<file path="src/rtl/midi_tx.sv">
// MIDI transmitter: takes note-on/off events over valid/ready and sends them as
// 8N1 serial bytes, omitting a repeated status byte when running status is on.
module midi_tx #(
   parameter int CLK_HZ         = 25000000,
   parameter int BAUD           = 31250,
   parameter bit RUNNING_STATUS = 1'b1
) (
   input  logic       i_clk,
   input  logic       i_rst_n,
   input  logic       i_valid,
   output logic       o_ready,
   input  logic       i_note_on,
   input  logic [3:0] i_channel,
   input  logic [6:0] i_note,
   input  logic [6:0] i_velocity,
   output logic       o_midi_tx,
   output logic       o_busy,
   output logic       o_byte_done
);

   // state | meaning
   // IDLE  | line high, ready for an event
   // START | start bit (low) of the current byte
   // DATA  | data bits D0..D7, LSB first
   // STOP  | stop bit (high); chains to START for the next byte or to IDLE
   typedef enum logic [1:0] {IDLE, START, DATA, STOP} state_e;

   localparam int CLKS_PER_BIT = CLK_HZ / BAUD;
   localparam int CNT_W = (CLKS_PER_BIT > 1) ? $clog2(CLKS_PER_BIT) : 1;
   localparam logic [CNT_W-1:0] CNT_LAST = CNT_W'(CLKS_PER_BIT - 1);

   state_e           state_q, state_d;
   logic [CNT_W-1:0] baud_q, baud_d;
   logic [2:0]       bit_q, bit_d;
   logic [1:0]       byte_q, byte_d;
   logic [7:0]       sh_q, sh_d;
   logic [6:0]       d1_q, d1_d;
   logic [6:0]       d2_q, d2_d;
   logic [7:0]       last_status_q, last_status_d;
   logic             tx_q, tx_d;

   logic       bit_end;
   logic [7:0] status;
   logic       send_status;

   assign bit_end     = (baud_q == CNT_LAST);
   assign status      = {3'b100, i_note_on, i_channel};
   assign send_status = !RUNNING_STATUS || (status != last_status_q);

   always_ff @(posedge i_clk or negedge i_rst_n) begin
      if (!i_rst_n) begin
         state_q       <= IDLE;
         baud_q        <= '0;
         bit_q         <= '0;
         byte_q        <= '0;
         sh_q          <= '0;
         d1_q          <= '0;
         d2_q          <= '0;
         last_status_q <= 8'h00;
         tx_q          <= 1'b1;
      end else begin
         state_q       <= state_d;
         baud_q        <= baud_d;
         bit_q         <= bit_d;
         byte_q        <= byte_d;
         sh_q          <= sh_d;
         d1_q          <= d1_d;
         d2_q          <= d2_d;
         last_status_q <= last_status_d;
         tx_q          <= tx_d;
      end
   end

   // tx_d always carries the line level of the state being entered, so the
   // registered output lines up with the state register.
   always_comb begin
      state_d       = state_q;
      baud_d        = baud_q;
      bit_d         = bit_q;
      byte_d        = byte_q;
      sh_d          = sh_q;
      d1_d          = d1_q;
      d2_d          = d2_q;
      last_status_d = last_status_q;
      tx_d          = tx_q;
      case (state_q)
         IDLE: begin
            baud_d = '0;
            tx_d   = 1'b1;
            if (i_valid) begin
               d1_d    = i_note;
               d2_d    = i_velocity;
               state_d = START;
               tx_d    = 1'b0;
               if (send_status) begin
                  sh_d          = status;
                  byte_d        = 2'd0;
                  last_status_d = status;
               end else begin
                  sh_d   = {1'b0, i_note};
                  byte_d = 2'd1;
               end
            end
         end
         START: begin
            baud_d = bit_end ? '0 : baud_q + 1'b1;
            if (bit_end) begin
               state_d = DATA;
               bit_d   = 3'd0;
               tx_d    = sh_q[0];
            end
         end
         DATA: begin
            baud_d = bit_end ? '0 : baud_q + 1'b1;
            if (bit_end) begin
               sh_d = {1'b1, sh_q[7:1]};
               if (bit_q == 3'd7) begin
                  state_d = STOP;
                  tx_d    = 1'b1;
               end else begin
                  bit_d = bit_q + 3'd1;
                  tx_d  = sh_q[1];
               end
            end
         end
         STOP: begin
            baud_d = bit_end ? '0 : baud_q + 1'b1;
            if (bit_end) begin
               if (byte_q == 2'd2) begin
                  state_d = IDLE;
                  tx_d    = 1'b1;
               end else begin
                  byte_d  = byte_q + 2'd1;
                  sh_d    = (byte_q == 2'd0) ? {1'b0, d1_q} : {1'b0, d2_q};
                  state_d = START;
                  tx_d    = 1'b0;
               end
            end
         end
         default: state_d = IDLE;
      endcase
   end

   assign o_ready     = (state_q == IDLE);
   assign o_busy      = (state_q != IDLE);
   assign o_byte_done = (state_q == STOP) && bit_end;
   assign o_midi_tx   = tx_q;

endmodule

</file>
<file path="config.mk">
export PLATFORM = sky130hd
export DESIGN_NAME = midi_tx
export DESIGN_NICKNAME = d
export VERILOG_FILES = /design/src/rtl/midi_tx.sv
export SDC_FILE = /design/constraint.sdc
export NUM_CORES = 1
export LEC_CHECK = 0
export CAP_MARGIN = 20
export CORE_MARGIN = 2
export CORE_UTILIZATION = 40
export CTS_BUF_LIST = sky130_fd_sc_hd__clkbuf_16
export DETAILED_ROUTE_END_ITERATION = 10
export PLACE_DENSITY = 0.66
export SLEW_MARGIN = 25
export SYNTH_ARGS = -nofsm -noshare
export SYNTH_HDL_FRONTEND = slang
export SYNTH_SLANG_ARGS = --single-unit
</file>
<file path="constraint.sdc">
create_clock -name i_clk -period 5.5 [get_ports i_clk]
set_input_delay 1.375 -clock i_clk [delete_from_list [all_inputs] [get_ports i_clk]]
set_output_delay 1.375 -clock i_clk [all_outputs]
set_load 0.01 [all_outputs]
</file>
==> flow_summary.json <==
{
  "grt-ovfl-total": 0,
  "dieWidth_um": 82.76,
  "finalCritPeriodShare_pct": 64.45,
  "fin_util_pct": 49.16,
  "numCtsBuffers": 5,
  "crit_path_max_fanout": 6,
  "ant_nets": 0,
  "ys_async_sr_fraction_pct": 100.0,
  "grt_pass1_vias": 1747,
  "synth_compound_area_share_pct": 13.51,
  "hp-class": "reg -> reg",
  "coreArea_um2": 5956,
  "ys_warn_count": 0,
  "hpwlAfterDp_um": 3573,
  "synthesis.nets": 261,
  "area_growth_syn_to_layout_pct": 18.00,
  "yosys.area_share.adder_pct": 5.043,
  "drc": 0,
  "synth.area.mux_share_pct": 13.67,
  "dr.pass1.iters": 4,
  "timing.rr.end": "sh_q[7]$_DFFE_PN0P_",
  "status": "complete, no violations",
  "drv_slew": 0,
  "min_from": "last_status_q[7]$_DFFE_PN0P_",
  "hold_depth": 2,
  "finalSetupViolations": 0,
  "critical_path_class": "reg -> out",
  "cts_sinks": 46,
  "crit_path_end_kind": "primary output",
  "fp-row-count": 28,
  "h-tree-depth": 2,
  "die_area_um2": 6849,
  "syn_avg_cell_area_um2": 10.83,
  "dp.cells": 318,
  "clkTransAtPathRegs_ns": 0.07,
  "cts_hold_buf": 0,
  "grt_first_pass_wirelength_um": 8542,
  "max-slew-margin-rel_pct": 41.83,
  "synth_top_family_by_area": "multiplexers",
  "synthSimpleGateAreaFrac_pct": 13.21,
  "place_ws_ns": 2.201,
  "fin_skew_ns": 0.005394,
  "synth_edf_count": 0,
  "power.leakage_nw": 1.201,
  "drive_gt1_share_pct": 16.73,
  "wl_um": 4916,
  "vias": 1795,
  "place_congestion": 0.7821,
  "r2r_setup_slack_ns": 2.67,
  "portBuffers": 25,
  "fin_cells": 326,
  "crit_arrival_ns": 2.17,
  "cp_slowest_cell": "clkdlybuf4s50_1",
  "initial_core_util_pct": 41.66,
  "cts_root_buf": "clkbuf_16",
  "synth_flop_cell": "dfrtp_1",
  "num-nets-final": 282,
  "rsz0062_at_grt": "no",
  "grt_max_degree": 28,
  "synth_area_um2": 2481,
  "drv_cap": 0,
  "ctsLongestPathBuffers": 2,
  "cts_resized": 0,
  "hold_viol": 0,
  "r2r_cells": 6,
  "cts_tree": "done",
  "clock_latency_ns": 0.29,
  "power_density_nw_per_um2": 524.5,
  "dpl_cell_area_um2": 2783,
  "top_level_ports": 26,
  "diodes": 0,
  "cp_cell_sequence": "ha_1 > and4_1 > and4bb_2 > and2_1 > clkdlybuf4s50_1",
  "ir_worst_vdd_v": 0.0002164,
  "synth-seq-cells": 46,
  "fin_crit_ns": 3.545,
  "die_h_um": 82.76,
  "post_cts_buffers": 0,
  "drt_iter0_drc": 85,
  "rr_startpoint": "state_q[0]$_DFFE_PN0P_",
  "synth_cells": 229,
  "cp.required_ns": 4.12,
  "grt_usage_pct": 16.68,
  "synth-xor-area-share_pct": 4.589,
  "slowest_delay_ns": 0.53,
  "synth_cell_type_count": 42,
  "grt_antenna_before_repair": 0,
  "whs_endpoint": "last_status_q[7]$_DFFE_PN0P_",
  "timing.final.ws_setup_ns": 1.955,
  "fmax_mhz": 282.1,
  "fin_tns_setup_ns": 0,
  "start_kind": "register",
  "synth_seq_area_share_pct": 46.44,
  "design_area_um2": 2928,
  "wl_per_cell_um": 15.08,
  "routed_via_density": 5.506,
  "worst_pin_slew_ns": 0.8704
}
[worst max path at each step]
stage	endpoint	cells past startpoint	slack (ns)	startpoint
5_1_grt	o_byte_done	5	1.84	baud_q[0]$_DFF_PN0_
6_report	o_byte_done	5	1.96	baud_q[0]$_DFF_PN0_
2_1_floorplan	o_byte_done	5	2.75	baud_q[0]$_DFF_PN0_
4_1_cts	o_byte_done	5	1.93	baud_q[0]$_DFF_PN0_
3_5_place_dp	sh_q[7]$_DFFE_PN0P_	5	2.20	i_valid
3_3_place_gp	sh_q[7]$_DFFE_PN0P_	5	2.25	i_valid
[registers in the layout, indices dropped and copies added (netlist names)]
register,count
d2_q,7
last_status_q,6
byte_q,2
sh_q,8
state_q,2
d1_q,7
baud_q,10
bit_q,3
o_midi_tx,1
[critical path, delay by kind of cell, from the launching register on]
family / cells / cell delay [ns]
and+or+nand+nor: 3 / 0.75
adders and majority gates: 1 / 0.21
buffers and inverters: 1 / 0.53
DFF: 1 / 0.39
[per-stage QoR]
| stage | total power, mW | hold WS (ns) |
|---|---|---|
| 2_1_floorplan | 1.077 | 0.4270 |
| 3_3_place_gp | 1.226 | 0.4502 |
| 3_5_place_dp | 1.241 | 0.4695 |
| 4_1_cts | 1.553 | 0.4848 |
| 5_1_grt | 1.658 | 0.5110 |
| 6_report | 1.535 | 0.4725 |
[layout make-up]
type | instances | area, um2
fillers | 571 | 3028
clock buffers | 5 | 125.1
flip-flops and latches | 46 | 1152
clock inverters | 3 | 20.02
well taps | 75 | 93.84
repair buffers | 26 | 265.3
inverters | 8 | 30.03
multi-input cells | 163 | 1241
[cell families (layout without fill, tap and decap cells)]
family / Yosys count / after routing
compound gates: 47 / 47
mux: 30 / 30
buf+inv: 20 / 42
xor+xnor: 13 / 13
fa+ha+maj: 10 / 10
flops: 46 / 46
simple gates: 63 / 63
[synthesized netlist by cell type (2+ instances only)]
master	n	area, um2
ha_1	10	125.1
clkbuf_1	8	30.03
nand4_1	10	62.56
nor3_1	5	25.02
inv_1	8	30.03
a22oi_1	7	52.55
o211ai_1	6	45.04
and2_1	2	12.51
and4_1	2	17.52
o21ai_0	7	35.03
xnor2_1	8	70.07
xor2_1	5	43.79
a22o_1	4	35.03
dfrtp_1	45	1126
a31oi_1	3	18.77
nand2b_1	3	18.77
a211oi_1	2	15.01
nand2_1	15	56.30
nand3_1	6	30.03
nor2b_1	2	12.51
a21oi_1	7	35.03
nor2_1	13	48.80
mux2_2	27	304.0
a41oi_1	5	43.79
mux2i_1	2	20.02
[placed cells by master (no fill, tap or decap), types with 3 or more instances in the layout]
cell	count
clkdlybuf4s50_1	24
inv_1	8
a22oi_1	7
nand2_1	15
o211ai_1	6
nand4_1	10
nor2_1	13
a21oi_1	7
clkbuf_16	5
a41oi_1	5
ha_1	10
xnor2_1	8
a31oi_1	3
xor2_1	5
nand2b_1	3
nor3_1	5
mux2_2	27
nand3_1	6
o21ai_0	7
a22o_1	4
dfrtp_1	45
[power breakdown]
| part | switching [mW] | total, mW | leakage (nW) | internal, mW |
|---|---|---|---|---|
| sequential | 0.0894 | 0.568 | 0.558 | 0.478 |
| clock | 0.132 | 0.300 | 0.0679 | 0.168 |
| combinational | 0.348 | 0.667 | 0.574 | 0.320 |
| total | 0.569 | 1.54 | 1.20 | 0.966 |
[per-layer routing]
| metal | global-route usage [%] | vias to the layer above | routed length [um] |
|---|---|---|---|
| li1 | - | 886 | - |
| met1 | 21.38 | 868 | 2293 |
| met2 | 28.06 | 34 | 2382 |
| met3 | 3.261 | 7 | 175 |
| met4 | 5.902 | 0 | 65 |
| met5 | 0 | - | 0 |
(Power assumes the default switching activity.)
==> RTL edit (same settings) <==
Re-encode `state_e` (4 states) as one-hot, 4 bits wide.
--- a/src/rtl/midi_tx.sv
+++ b/src/rtl/midi_tx.sv
@@ -23,7 +23,7 @@
    // START | start bit (low) of the current byte
    // DATA  | data bits D0..D7, LSB first
    // STOP  | stop bit (high); chains to START for the next byte or to IDLE
-   typedef enum logic [1:0] {IDLE, START, DATA, STOP} state_e;
+   typedef enum logic [3:0] {IDLE = 4'b0001, START = 4'b0010, DATA = 4'b0100, STOP = 4'b1000} state_e;
 
    localparam int CLKS_PER_BIT = CLK_HZ / BAUD;
    localparam int CNT_W = (CLKS_PER_BIT > 1) ? $clog2(CLKS_PER_BIT) : 1;
Check against the original RTL: no difference found for any inputs over 10 cycles, from zero or initial values and one cycle with i_rst_n low; not proved beyond that.
==> RTL edit against the unedited design <==
  * Core utilization fell by 1.3 points
  * Sequential power fell by 1%
  * Clock power fell by 3%
  * Register-to-register slack improved by 0.64 ns
  * Synthesized cell count rose by 3.1%
  * Cell area rose by 3.7%
  * Synthesized area rose by 5.6%
  * Sequential cell count rose by 2
  * Power fell by 17%
  * Count of clock-buffer cells in the layout did not move
  * Wire length rose by 5.8%
  * Worst setup slack improved by 0.043 ns
==> RTL edit: results (changes against the unedited design) <==
\begin{tabular}{lr}
\hline
Metric & Value \\
\hline
\multicolumn{2}{l}{\textbf{Outcome}} \\
Result of the run & completed \\
\multicolumn{2}{l}{\textbf{Yosys}} \\
Synthesized Nets & 263 (+0.77\%) \\
XOR/XNOR Fraction of Synth Area & 3.007\% (-1.6 points) \\
Synth top area cells & dfrtp\_1, mux2\_2, mux2\_4 \\
Multiplexer area fraction after synthesis & 15.85\% (+2.2 points) \\
Compound-cell area share of the yosys netlist & 14.27\% (+0.76 points) \\
Adder-cell area share of the yosys netlist & 2.387\% (-2.7 points) \\
Ranking of synthesized cells by instance count & dfrtp\_1, o21ai\_0, mux2\_2 \\
Synth cell types & 51 (+21\%) \\
\multicolumn{2}{l}{\textbf{Min path}} \\
Hold path depth & 1 (-1) \\
\multicolumn{2}{l}{\textbf{Critical path}} \\
Highest fanout seen on the critical path & 7 (+1) \\
Depth of the most critical reg-to-reg path & 5 (-1) \\
FF-to-FF Start & state\_q[1]\$\_DFFE\_PN0P\_ \\
Critical Path Start & baud\_q[0]\$\_DFFE\_PN0P\_ \\
Worst reg2reg setup slack & 3.31 ns (+0.64 ns) \\
Largest stage delay, worst path & 0.56 ns (+0.03 ns) \\
Reg2Reg Capture Point & baud\_q[9]\$\_DFFE\_PN0P\_ \\
\multicolumn{2}{l}{\textbf{Timing}} \\
Tmin final & 3.502 ns (-0.04269 ns) \\
Final-layout worst hold slack & 0.4704 ns (-0.002069 ns) \\
\multicolumn{2}{l}{\textbf{Finish}} \\
Count of filler cells inserted in the layout & 570 (-0.18\%) \\
\multicolumn{2}{l}{\textbf{Global route}} \\
Maximum number of pins on one net before global-route repair & 49 (+75\%) \\
Global-route usage over all layers & 15.57\% (-1.1 points) \\
\multicolumn{2}{l}{\textbf{Placement}} \\
Post-DP HPWL & 3729 um (+4.3\%) \\
\multicolumn{2}{l}{\textbf{Drt}} \\
Post-DR vias/cell & 5.719 (+3.9\%) \\
Average wire per cell in the routed design & 15.57 um (+3.2\%) \\
\multicolumn{2}{l}{\textbf{Power and ir drop}} \\
Switching pwr & 0.0004071 W (-28\%) \\
Reported leakage power & 1.276 nW (+6.2\%) \\
\hline
\end{tabular}
[RTL edit: cell count changes in the layout (fill, tap and decap cells not counted), moves of 4 or more]
cell      delta
nand4_1      -9
a41oi_1      -5
a221o_1      +8
mux2_2       -7
a21oi_1      -4
o21ai_0     +14
a22oi_1      -7
o211ai_1     -5
mux2i_1      +5
mux2_4       +7
ha_1         -5
nand2_1      +4
[RTL edit: power by group through the flow]
stage | Sequential, W | Clock (W) | Combinational, W
CTS | 0.000560 | 0.000296 | 0.000422
floorplan | 0.000525 | 0 | 0.000350
global route | 0.000579 | 0.000310 | 0.000464
finish | 0.000562 | 0.000290 | 0.000419
global placement | 0.000560 | 0 | 0.000415
detailed placement | 0.000565 | 0 | 0.000421
[RTL edit: through the flow]
step	util (%)	instances	cell area [um^2]	power, W
5_1_grt	47.82	334	3037	0.001354
2_1_floorplan	-	236	2621	0.0008748
3_5_place_dp	45.66	327	2899	0.0009858
3_3_place_gp	45.62	327	2897	0.0009750
4_1_cts	47.82	334	3037	0.001279
6_report	47.82	334	3037	0.001270
[RTL edit: layout make-up]
class / instances / area share [%]
Timing Repair Buffer: 25 / 8.158
Tap cell: 77 / 3.173
Sequential cell: 48 / 39.64
Inverter: 6 / 0.7417
Clock inverter: 2 / 0.4120
Multi-Input combinational cell: 171 / 43.76
Clock buffer: 5 / 4.120
[RTL edit: routing by layer]
layer / vias to the layer above / global-route usage, % / part of all wire, %
met1: 944 / 21.95 / 50
met3: 7 / 3.113 / 3.5
met4: 0 / 6.638 / 1.1
li1: 908 / - / -
met2: 51 / 23.37 / 46
met5: - / 0 / 0
[RTL edit: worst reg2reg max path, stage by stage, from the launching register on]
cell and delay, ns:
dfrtp_1 0.51, xor2_1 0.22, o211ai_1 0.73, or2b_1 0.32, o21ai_0 0.12, a22o_1 0.18
